File: src/rtl/hub75_pkg.sv
// hub75_pkg: shared types for the HUB75 column capture block.
// Beat fields are sized for the default geometry; modules slice to their own widths.
package hub75_pkg;

  localparam int NUM_PLANES_DEF = 3;
  localparam int ROWS_MAX       = 64;
  localparam int CNT_W_MAX      = 11;

  typedef enum logic [1:0] {
    IDLE,
    SHIFT,
    WAIT_OE,
    MEASURE
  } state_e;

  typedef struct packed {
    logic [2:0][ROWS_MAX-1:0] data0;
    logic [2:0][ROWS_MAX-1:0] data1;
    logic [1:0]               plane;
    logic [CNT_W_MAX-1:0]     ontime;
  } beat_t;

endpackage

File: src/rtl/hub75_sync_edge.sv
// hub75_sync_edge: 2-flop synchroniser plus edge detector for one panel line.
// RST_VAL lets active-low lines reset to their idle level.
module hub75_sync_edge #(
  parameter logic RST_VAL = 1'b0
) (
  input  logic clk_in,
  input  logic rst_in,
  input  logic d,
  output logic q,
  output logic rise,
  output logic fall
);

  logic s1_q, s1_d;
  logic s2_q, s2_d;
  logic s3_q, s3_d;

  always_comb begin
    s1_d = d;
    s2_d = s1_q;
    s3_d = s2_q;
  end

  always_ff @(posedge clk_in or posedge rst_in) begin
    if (rst_in) begin
      s1_q <= RST_VAL;
      s2_q <= RST_VAL;
      s3_q <= RST_VAL;
    end else begin
      s1_q <= s1_d;
      s2_q <= s2_d;
      s3_q <= s3_d;
    end
  end

  assign q    = s2_q;
  assign rise = s2_q & ~s3_q;
  assign fall = ~s2_q & s3_q;

endmodule

File: src/rtl/hub75_capture.sv
// hub75_capture: turns a sniffed HUB75 panel stream into one AXI-Stream beat per column.
// Define HUB75_CAPTURE_ONTIME_EN to measure the OE on-time of each plane.
module hub75_capture
  import hub75_pkg::*;
#(
  parameter int NUM_ROWS   = 64,
  parameter int NUM_PLANES = NUM_PLANES_DEF,
  parameter int PERIOD     = 10,
  parameter int CNT_W      = 11
) (
  input  logic                      clk_in,
  input  logic                      rst_in,
  input  logic [2:0]                hub_rgb0,
  input  logic [2:0]                hub_rgb1,
  input  logic                      hub_clk,
  input  logic                      hub_latch,
  input  logic                      hub_oe,
  output logic [2:0][NUM_ROWS-1:0] m_data0,
  output logic [2:0][NUM_ROWS-1:0] m_data1,
  output logic [1:0]                m_plane,
  output logic [CNT_W-1:0]          m_ontime,
  output logic                      m_tvalid,
  input  logic                      m_tready,
  output logic                      m_tlast,
  output logic                      err_len,
  output logic                      err_overflow,
  output logic                      err_ontime
);

  localparam int IX_W = $clog2(NUM_ROWS);
  localparam int EC_W = $clog2(NUM_ROWS + 2);
  localparam logic [EC_W-1:0] ROWS_C = EC_W'(NUM_ROWS);
  localparam logic [EC_W-1:0] SAT_C  = EC_W'(NUM_ROWS + 1);
  localparam logic [1:0] PL_LAST = 2'(NUM_PLANES - 1);

  logic clk_rise, latch_rise;
  logic [1:0] clk_unused, latch_unused;
  logic [5:0] rgb_s1_q, rgb_s1_d, rgb_s2_q, rgb_s2_d;

  state_e state_q, state_d;
  logic [EC_W-1:0] ec_q, ec_d;
  logic [2:0][NUM_ROWS-1:0] sh0_q, sh0_d, sh1_q, sh1_d;
  logic [1:0] plane_q, plane_d;
  logic err_len_q, err_len_d;
  logic err_ovf_q, err_ovf_d;
  beat_t beat_q, beat_d;
  logic valid_q, valid_d;
  logic last_q, last_d;

  logic shift_en;
  logic [IX_W-1:0] shift_ix;
  logic emit;
  beat_t col_now, ebeat;

  hub75_sync_edge #(.RST_VAL(1'b0)) u_clk (
    .clk_in (clk_in),
    .rst_in (rst_in),
    .d      (hub_clk),
    .q      (clk_unused[0]),
    .rise   (clk_rise),
    .fall   (clk_unused[1])
  );

  hub75_sync_edge #(.RST_VAL(1'b0)) u_latch (
    .clk_in (clk_in),
    .rst_in (rst_in),
    .d      (hub_latch),
    .q      (latch_unused[0]),
    .rise   (latch_rise),
    .fall   (latch_unused[1])
  );

`ifdef HUB75_CAPTURE_ONTIME_EN
  logic oe_lvl, oe_rise, oe_fall;
  beat_t col_q, col_d;
  logic [CNT_W-1:0] ontime_q, ontime_d;
  logic err_ont_q, err_ont_d;

  hub75_sync_edge #(.RST_VAL(1'b1)) u_oe (
    .clk_in (clk_in),
    .rst_in (rst_in),
    .d      (hub_oe),
    .q      (oe_lvl),
    .rise   (oe_rise),
    .fall   (oe_fall)
  );
`else
  logic unused_cfg;
  assign unused_cfg = ^{hub_oe, PERIOD[0]};
`endif

  always_comb begin
    rgb_s1_d = {hub_rgb1, hub_rgb0};
    rgb_s2_d = rgb_s1_q;
  end

  always_comb begin
    col_now = '0;
    for (int c = 0; c < 3; c++) begin
      col_now.data0[c][NUM_ROWS-1:0] = sh0_q[c];
      col_now.data1[c][NUM_ROWS-1:0] = sh1_q[c];
    end
    col_now.plane = plane_q;
`ifdef HUB75_CAPTURE_ONTIME_EN
    ebeat = col_q;
    ebeat.ontime = '0;
    ebeat.ontime[CNT_W-1:0] = ontime_q;
`else
    ebeat = col_now;
`endif
  end

  always_comb begin
    state_d   = state_q;
    ec_d      = ec_q;
    sh0_d     = sh0_q;
    sh1_d     = sh1_q;
    plane_d   = plane_q;
    err_len_d = err_len_q;
    shift_en  = 1'b0;
    shift_ix  = ec_q[IX_W-1:0];
    emit      = 1'b0;
`ifdef HUB75_CAPTURE_ONTIME_EN
    col_d     = col_q;
    ontime_d  = ontime_q;
    err_ont_d = err_ont_q;
`endif
    unique case (state_q)
      IDLE: begin
        if (clk_rise) begin
          shift_en = 1'b1;
          shift_ix = '0;
          ec_d     = EC_W'(1);
          state_d  = SHIFT;
        end else if (latch_rise) begin
          err_len_d = 1'b1;
        end
      end
      SHIFT: begin
        if (latch_rise) begin
          ec_d    = '0;
          state_d = IDLE;
          if (ec_q != ROWS_C) begin
            err_len_d = 1'b1;
          end else begin
            plane_d = (plane_q == PL_LAST) ? 2'd0 : plane_q + 2'd1;
`ifdef HUB75_CAPTURE_ONTIME_EN
            col_d   = col_now;
            state_d = WAIT_OE;
`else
            emit    = 1'b1;
`endif
          end
        end else if (clk_rise) begin
          shift_en = (ec_q < ROWS_C);
          if (ec_q != SAT_C) ec_d = ec_q + 1'b1;
        end
      end
`ifdef HUB75_CAPTURE_ONTIME_EN
      WAIT_OE, MEASURE: begin
        // A new column starting early truncates the plane's on-time.
        if (clk_rise) begin
          emit      = 1'b1;
          ontime_d  = '0;
          err_ont_d = 1'b1;
          shift_en  = 1'b1;
          shift_ix  = '0;
          ec_d      = EC_W'(1);
          state_d   = SHIFT;
        end else if (state_q == WAIT_OE) begin
          if (oe_fall) begin
            state_d  = MEASURE;
            ontime_d = CNT_W'(1);
          end
        end else if (oe_rise) begin
          emit     = 1'b1;
          ontime_d = '0;
          state_d  = IDLE;
        end else if (!oe_lvl && ontime_q != '1) begin
          ontime_d = ontime_q + 1'b1;
        end
      end
`endif
      default: state_d = IDLE;
    endcase
`ifdef HUB75_CAPTURE_ONTIME_EN
    if (emit && 32'(ontime_q) != PERIOD * (32'(col_q.plane) + 1))
      err_ont_d = 1'b1;
`endif
    if (shift_en) begin
      for (int c = 0; c < 3; c++) begin
        sh0_d[c][shift_ix] = rgb_s2_q[c];
        sh1_d[c][shift_ix] = rgb_s2_q[3+c];
      end
    end
  end

  always_comb begin
    beat_d    = beat_q;
    valid_d   = valid_q;
    last_d    = last_q;
    err_ovf_d = err_ovf_q;
    if (valid_q && m_tready) valid_d = 1'b0;
    if (emit) begin
      if (valid_q && !m_tready) begin
        err_ovf_d = 1'b1;
      end else begin
        beat_d  = ebeat;
        valid_d = 1'b1;
        last_d  = (ebeat.plane == PL_LAST);
      end
    end
  end

  always_ff @(posedge clk_in or posedge rst_in) begin
    if (rst_in) begin
      rgb_s1_q  <= '0;
      rgb_s2_q  <= '0;
      state_q   <= IDLE;
      ec_q      <= '0;
      sh0_q     <= '0;
      sh1_q     <= '0;
      plane_q   <= '0;
      err_len_q <= 1'b0;
      err_ovf_q <= 1'b0;
      beat_q    <= '0;
      valid_q   <= 1'b0;
      last_q    <= 1'b0;
`ifdef HUB75_CAPTURE_ONTIME_EN
      col_q     <= '0;
      ontime_q  <= '0;
      err_ont_q <= 1'b0;
`endif
    end else begin
      rgb_s1_q  <= rgb_s1_d;
      rgb_s2_q  <= rgb_s2_d;
      state_q   <= state_d;
      ec_q      <= ec_d;
      sh0_q     <= sh0_d;
      sh1_q     <= sh1_d;
      plane_q   <= plane_d;
      err_len_q <= err_len_d;
      err_ovf_q <= err_ovf_d;
      beat_q    <= beat_d;
      valid_q   <= valid_d;
      last_q    <= last_d;
`ifdef HUB75_CAPTURE_ONTIME_EN
      col_q     <= col_d;
      ontime_q  <= ontime_d;
      err_ont_q <= err_ont_d;
`endif
    end
  end

  for (genvar c = 0; c < 3; c++) begin : g_out
    assign m_data0[c] = beat_q.data0[c][NUM_ROWS-1:0];
    assign m_data1[c] = beat_q.data1[c][NUM_ROWS-1:0];
  end

  assign m_plane      = beat_q.plane;
  assign m_ontime     = beat_q.ontime[CNT_W-1:0];
  assign m_tvalid     = valid_q;
  assign m_tlast      = last_q;
  assign err_len      = err_len_q;
  assign err_overflow = err_ovf_q;
`ifdef HUB75_CAPTURE_ONTIME_EN
  assign err_ontime   = err_ont_q;
`else
  assign err_ontime   = 1'b0;
`endif

endmodule

File: config.mk
export PLATFORM = sky130hd
export DESIGN_NAME = hub75_capture
export DESIGN_NICKNAME = d
export VERILOG_FILES = /design/src/rtl/hub75_pkg.sv /design/src/rtl/hub75_sync_edge.sv /design/src/rtl/hub75_capture.sv
export SDC_FILE = /design/constraint.sdc
export NUM_CORES = 2
export LEC_CHECK = 0
export CAP_MARGIN = 20
export CORE_MARGIN = 5
export CORE_UTILIZATION = 49
export DETAILED_ROUTE_END_ITERATION = 6
export GPL_ROUTABILITY_DRIVEN = 1
export HOLD_SLACK_MARGIN = 0.12
export PLACE_DENSITY = 0.74
export SYNTH_ARGS = -nofsm -noshare
export SYNTH_HDL_FRONTEND = slang
export SYNTH_SLANG_ARGS = --single-unit
export TNS_END_PERCENT = 30
File: constraint.sdc
create_clock -name clk_in -period 28 [get_ports clk_in]
set_clock_uncertainty 0.15 [all_clocks]
set_input_delay 4.2 -clock clk_in [delete_from_list [all_inputs] [get_ports clk_in]]
set_output_delay 4.2 -clock clk_in [all_outputs]
set_load 0.01 [all_outputs]
Yosys cells after proc, flatten, opt, wreduce, memory -nomap -nowiden
Cells that the tools add are included.

Add/subtract/negate cells: 2. Magnitude comparators: 3. Eq/ne operators: 11. Multiplexer cells: 34. Bitwise logic cells: 6. Reduce and logical (&&, ||, !) cells: 12.

Operators with widths (number): $bwmux W64 (6); $mux W7 (4); $mux W1 (14); $ne A7 B7 Y1 const B (2); $pmux W7 S2 (1); $mux W6 (2); $ne A2 B2 Y1 const B (5); $add A7 B1 Y7 const B (1); $lt A6 B7 Y1 const B (1); $lt A7 B7 Y1 const B (1); $demux W1 S6 (1); $ge A6 B1 Y1 const B (1); $mux W2 (3); $ne A3 B3 Y1 const B (2); $reduce_and A2 Y1 (3); $reduce_and A5 Y1 (1); $not A1 Y1 (4); $pmux W1 S2 (2); $pmux W2 S2 (1); $reduce_and A4 Y1 (1); $logic_and A1 B1 Y1 (3); $reduce_and A3 Y1 (1); $add A2 B1 Y2 const B (1); $and A1 B1 Y1 (2); other kinds (5) (5).

Flip-flop bits (word level): 803. Output and inout bits: 402. Logic and storage cells: 96.

Longest topological paths before layout
Word-level depth: 9. Mapped depth: 8.

Hierarchy
Synthesis repeated with hierarchy kept, for this count alone.

Cell total of the unflattened synthesis: 1860. Area total of the unflattened synthesis: 30450.5 µm².

Modules (own cells, without submodules): hub75_capture (instances 1, cells an instance 1848, area each 30262.8 µm², sequential area each 19919.1 µm²); hub75_sync_edge (instances 2, cells an instance 6, area each 93.8 µm², sequential area each 75.1 µm²).

Worst setup path after synthesis
Ideal clock, no wire load.

Kind: in2reg. Start point: input m_tready. End point: register beat_q, in the netlist m_data0[10]. Library setup time: 0.125 ns. Arrival: 5.262 ns. Setup slack: 22.464 ns. Stages: 6. Cells stage by stage: nor2b_1 nor3_1 buf_2 buf_2 buf_4 mux2_2.

Longest elaborated chain between the ends: 4.

Ends and longest elaborated chain: start: declaration (line hub75_capture.sv:23) `input logic m_tready,`; $logic_not A1 Y1 (line hub75_capture.sv:205) `if (valid_q && !m_tready) begin`; $logic_and A1 B1 Y1 (line hub75_capture.sv:205); $not A1 Y1 (no line); $reduce_and A2 Y1 (no line); end signal: assignment (line hub75_capture.sv:244) `beat_q <= beat_d;`; end: declaration (line hub75_capture.sv:46) `beat_t beat_q, beat_d;`.

Every way passes these cells. A chain may end at the register's enable or synchronous reset.

==> impl_metrics.yaml <==
clock_tree:
  numClockSinks: 802
  number_of_gates_resized_after_cts: 0
  cts_tree: "built"
  postCtsSetupRepairBufs: 0
  clock-root-buffer: "sky130_fd_sc_hd__clkbuf_16"
  buffers_from_clock_root_to_sink_at_most: 3
  clk_pin_slew_worst_paths_ns: 0.06
  clock_latency_at_the_later_pin_of_the_worst_skew_pair_ns: 0.61
  cts-hold-fix-buffers: 0
  h-tree-depth: 3
  cts_made_buffers: 82
timing:
  max_freq_ghz: 0.124
  final_hold_viol_count: 0
  setup_total_negative_slack_ns: 0
  final-setup-viol-count: 0
  fin_crit_ns: 8.08
  finalCritPeriodShare: 0.289
  max_slew.worst_pin.slew_ns: 1.21
  rsz0062_at_grt: "no"
  timing.max_slew.rel_slack: 0.187
  report.final.slew_viol_count: 0
synth:
  synthSimpleGateAreaFrac: 0.0252
  synth.lib_cells_used.distinct: 46
  synth_flop_cell: "sky130_fd_sc_hd__dfrtp_1"
  synth_warnings: 0
  post_synth_fa_ha_maj_area_fraction: 0.00124
  netlist_instances: 1847
  postSynthAreaPerCell_sq_um: 16.4
  mappedNetlistArea_sq_um: 30400
  share_of_the_synthesized_area_in_compound_gates_ao_oa_aoi_oai: 0.00264
  yosysSeqAreaShare: 0.661
  synthXorXnorAreaFrac: 0.000866
  register_bit_total_from_synthesis: 802
  dominant_combinational_cell_family_by_area_after_synthesis: "multiplexers"
  synth_edf_count: 0
  share_of_synthesized_area_spent_on_multiplexers: 0.288
  async_flop_share: 1.00
global_routing:
  grt_overflow: 0
  global_routing_usage_on_met3: 0.0444
  grt_max_degree: 174
  first_pass_grt_wire_length_mm: 116
  grt_peak_use_layer: "met2"
  globalRouteTotalUtil: 0.223
  grt_util_met1: 0.297
  grt_pass1_vias: 18300
  met2_usage: 0.381
  number_of_antenna_violations_at_the_first_check_in_global_routing: 2
setup_path:
  worst_path_max_fanout: 121
  crit_path_end: "col_now[210]"
  setup.worst_path.start_class: "primary input"
  crit_path_from: "rst_in"
  cell_count_along_the_critical_path: 7
  r2r-start: "ec_q[6]"
  cp_top_family: "buffers and inverters"
  critical_path.reg2reg.endpoint: "m_data1[86]"
  worstPathBufferInverterCount: 7
  cp_slowest_cell: "sky130_fd_sc_hd__buf_4"
  worstSetupPathType: "primary input to asynchronous set/reset pin"
  cp_cell_sequence: "clkdlybuf4s50_1 > inv_8 > buf_4 > buf_4 > buf_4 > buf_16 > buf_4"
  crit_path_frequent_cell: "sky130_fd_sc_hd__buf_4"
  arrival_ns: 8.52
  end_kind: "asynchronous set/reset pin"
  worst_r2r_path_depth: 6
  slowest_delay_ns: 0.80
  regToRegSetupSlack_ns: 23.79
  worstPathRequired_ns: 28.44
routing:
  first_iter_violations: 794
  route.detailed.wl_per_inst_um: 24.1
  final_antenna_net_count: 0
  remaining_drc_errors: 0
  route.vias.total: 16800
  viasPerCell: 5.40
  drt_first_pass_iters: 5
  routed_wirelength_mm: 74.8
final_layout:
  drive_gt1_frac: 0.409
  multi_input_area_sq_um: 9710
  n_antenna_cell: 0
  final_net_count: 2267
  flow.area_growth_from_synthesis_pct: 24.3
  area.sequential_sq_um: 20100
  fill_cells: 4538
  finish.instance_area_sq_um: 37700
job:
  max-cap-violations: 0
placement:
  io_buffer_count: 400
  detailed_place_hpwl_mm: 47.4
  gp_congestion: 0.801
  placed_area_sq_um: 35000
power_and_ir_drop:
  p_per_area_nw_per_um2: 62.0
  ir_worst_vdd_mv: 0.0556
  leakage_uw: 0.0186
status:
  run_status: "finished, final reports clean"
floorplan:
  dieArea_sq_um: 67000
  chip_height_um: 259
  pin_count: 414
  floorplan.initialDensity: 0.494
  chipWidth_um: 259
  coreArea_sq_um: 61500
  placement_rows: 91
hold_path:
  worst_hold_path_type: "register to register"
-- cell usage in the layout (no fill, tap or decap), types with 3 or more instances in the layout --
| master | synthesis | layout |
|---|---|---|
| sky130_fd_sc_hd__dfrtp_1 | 802 | 796 |
| sky130_fd_sc_hd__mux2_2 | 767 | 767 |
| sky130_fd_sc_hd__clkdlybuf4s50_1 | 0 | 400 |
| sky130_fd_sc_hd__clkbuf_16 | 0 | 83 |
| sky130_fd_sc_hd__nand2_1 | 52 | 52 |
| sky130_fd_sc_hd__clkbuf_1 | 48 | 20 |
| sky130_fd_sc_hd__buf_4 | 46 | 20 |
| sky130_fd_sc_hd__clkinv_2 | 0 | 14 |
| sky130_fd_sc_hd__nand3_1 | 13 | 13 |
| sky130_fd_sc_hd__conb_1 | 1 | 12 |
| sky130_fd_sc_hd__and3_1 | 10 | 10 |
| sky130_fd_sc_hd__clkbuf_8 | 0 | 9 |
| sky130_fd_sc_hd__nor2_1 | 7 | 7 |
| sky130_fd_sc_hd__bufinv_16 | 0 | 7 |
| sky130_fd_sc_hd__nor2b_1 | 6 | 6 |
| sky130_fd_sc_hd__mux2_4 | 6 | 6 |
| sky130_fd_sc_hd__dfrtp_2 | 0 | 6 |
| sky130_fd_sc_hd__nand2b_1 | 5 | 5 |
| sky130_fd_sc_hd__nor3_1 | 6 | 5 |
| sky130_fd_sc_hd__nor4_4 | 3 | 5 |
| sky130_fd_sc_hd__inv_6 | 0 | 5 |
| sky130_fd_sc_hd__clkinvlp_4 | 0 | 5 |
| sky130_fd_sc_hd__nand4_1 | 4 | 4 |
| sky130_fd_sc_hd__nor3_2 | 2 | 3 |
| sky130_fd_sc_hd__nand3b_1 | 3 | 3 |
| sky130_fd_sc_hd__or3_1 | 3 | 3 |
| sky130_fd_sc_hd__a21oi_1 | 3 | 3 |
| sky130_fd_sc_hd__nor4_1 | 3 | 3 |
| sky130_fd_sc_hd__ha_1 | 3 | 3 |
-- cells in the mapped netlist (2+ instances only) --
library cell               number  area, sq um
sky130_fd_sc_hd__or4_1          2         15.0
sky130_fd_sc_hd__nor3b_1        2         15.0
sky130_fd_sc_hd__mux2_2       767         8640
sky130_fd_sc_hd__and3_1        10         62.6
sky130_fd_sc_hd__buf_4         46          345
sky130_fd_sc_hd__nand4_1        4         25.0
sky130_fd_sc_hd__nor2_1         7         26.3
sky130_fd_sc_hd__nand2_1       52          195
sky130_fd_sc_hd__dfrtp_1      802        20100
sky130_fd_sc_hd__buf_1          6         22.5
sky130_fd_sc_hd__clkbuf_1      48          180
sky130_fd_sc_hd__buf_2         14         70.1
sky130_fd_sc_hd__nand4b_1       2         17.5
sky130_fd_sc_hd__or2_2          2         12.5
sky130_fd_sc_hd__nor4_4         3         63.8
sky130_fd_sc_hd__nand3_1       13         65.1
sky130_fd_sc_hd__xnor2_1        2         17.5
sky130_fd_sc_hd__a21o_1         2         15.0
sky130_fd_sc_hd__or3_1          3         18.8
sky130_fd_sc_hd__nor4_2         2         25.0
sky130_fd_sc_hd__nor3_2         2         20.0
sky130_fd_sc_hd__mux2_4         6         90.1
sky130_fd_sc_hd__o22ai_1        2         12.5
sky130_fd_sc_hd__ha_1           3         37.5
sky130_fd_sc_hd__inv_1          3         11.3
sky130_fd_sc_hd__and2_1         2         12.5
sky130_fd_sc_hd__nand2b_1       5         31.3
sky130_fd_sc_hd__nand3b_1       3         22.5
sky130_fd_sc_hd__nor2b_1        6         37.5
sky130_fd_sc_hd__nor4_1         3         18.8
sky130_fd_sc_hd__a21oi_1        3         15.0
sky130_fd_sc_hd__nor3_1         6         30.0
-- worst min path at each step --
stage | startpoint | slack, ns | depth (start not counted) | to
after floorplan | rgb_s1_q[0] | 0.18 | 0 | rgb_s2_q[0]
after global placement | rgb_s1_q[4] | 0.18 | 0 | rgb_s2_q[4]
after detailed placement | u_latch.s1_q | 0.18 | 0 | u_latch.q
after CTS | u_latch.s1_q | 0.20 | 0 | u_latch.q
after global routing | u_latch.s1_q | 0.21 | 0 | u_latch.q
final | u_latch.s1_q | 0.20 | 0 | u_latch.q
-- registers in the layout, summed over array words and instances (netlist names) --
register      cells
u_latch.q         1
plane_q           2
ec_q              7
col_now         384
u_clk.q           1
m_data1         192
m_tlast           1
u_clk.s1_q        1
state_q           1
m_data0         192
err_overflow      1
err_len           1
rgb_s2_q          6
u_clk.s3_q        1
u_latch.s1_q      1
m_tvalid          1
u_latch.s3_q      1
rgb_s1_q          6
m_plane           2
-- final cells by class --
cell class              count  share of cell area
well taps                 790              0.0262
clock inverters            34              0.0107
repair buffers            426               0.113
inverters                   3            0.000497
flip-flops and latches    802               0.532
multi-input cells         937               0.257
clock buffers             112              0.0603
-- where the power goes --
part	switching [uW]	internal [uW]
combinational	48.3	18.8
sequential	10.5	1170
clock	450	637
-- metrics by stage --
step	setup slack, ns	std cells	hold slack, ns	power, uW	util
3_5_place_dp	18.82	2956	0.185	1270	0.569
6_report	19.92	3104	0.198	2340	0.614
3_3_place_gp	18.97	2954	0.182	1270	0.569
2_1_floorplan	1.13	1858	0.181	1250	-
4_1_cts	19.47	3102	0.198	2370	0.613
5_1_grt	19.20	3104	0.206	2430	0.614
-- worst reg2reg max path, stage by stage, from the launching register on --
cell and delay (ns):
sky130_fd_sc_hd__dfrtp_1 0.84, sky130_fd_sc_hd__nor2b_1 0.34, sky130_fd_sc_hd__nand4_1 0.15, sky130_fd_sc_hd__nor3_2 0.25, sky130_fd_sc_hd__buf_4 0.86, sky130_fd_sc_hd__buf_4 0.95, sky130_fd_sc_hd__mux2_2 0.55
-- per-layer routing --
layer	wire [um]	up-vias
li1	-	7303
met4	1570	4
met1	31700	8995
met3	3510	94
met2	38000	370
met5	28	-
-- logic make-up (layout without fill, tap and decap cells) --
group                    Yosys count  count (layout)
flip-flops                       802             802
multiplexers                     773             773
AND/OR/NAND/NOR                  134             134
buffers and inverters            119             575
AO/OA/AOI/OAI                     12              12
adder cells (fa/ha/maj)            3               3
XOR/XNOR                           3               3
other                              1              12
Power figures use the tool's default switching activity.
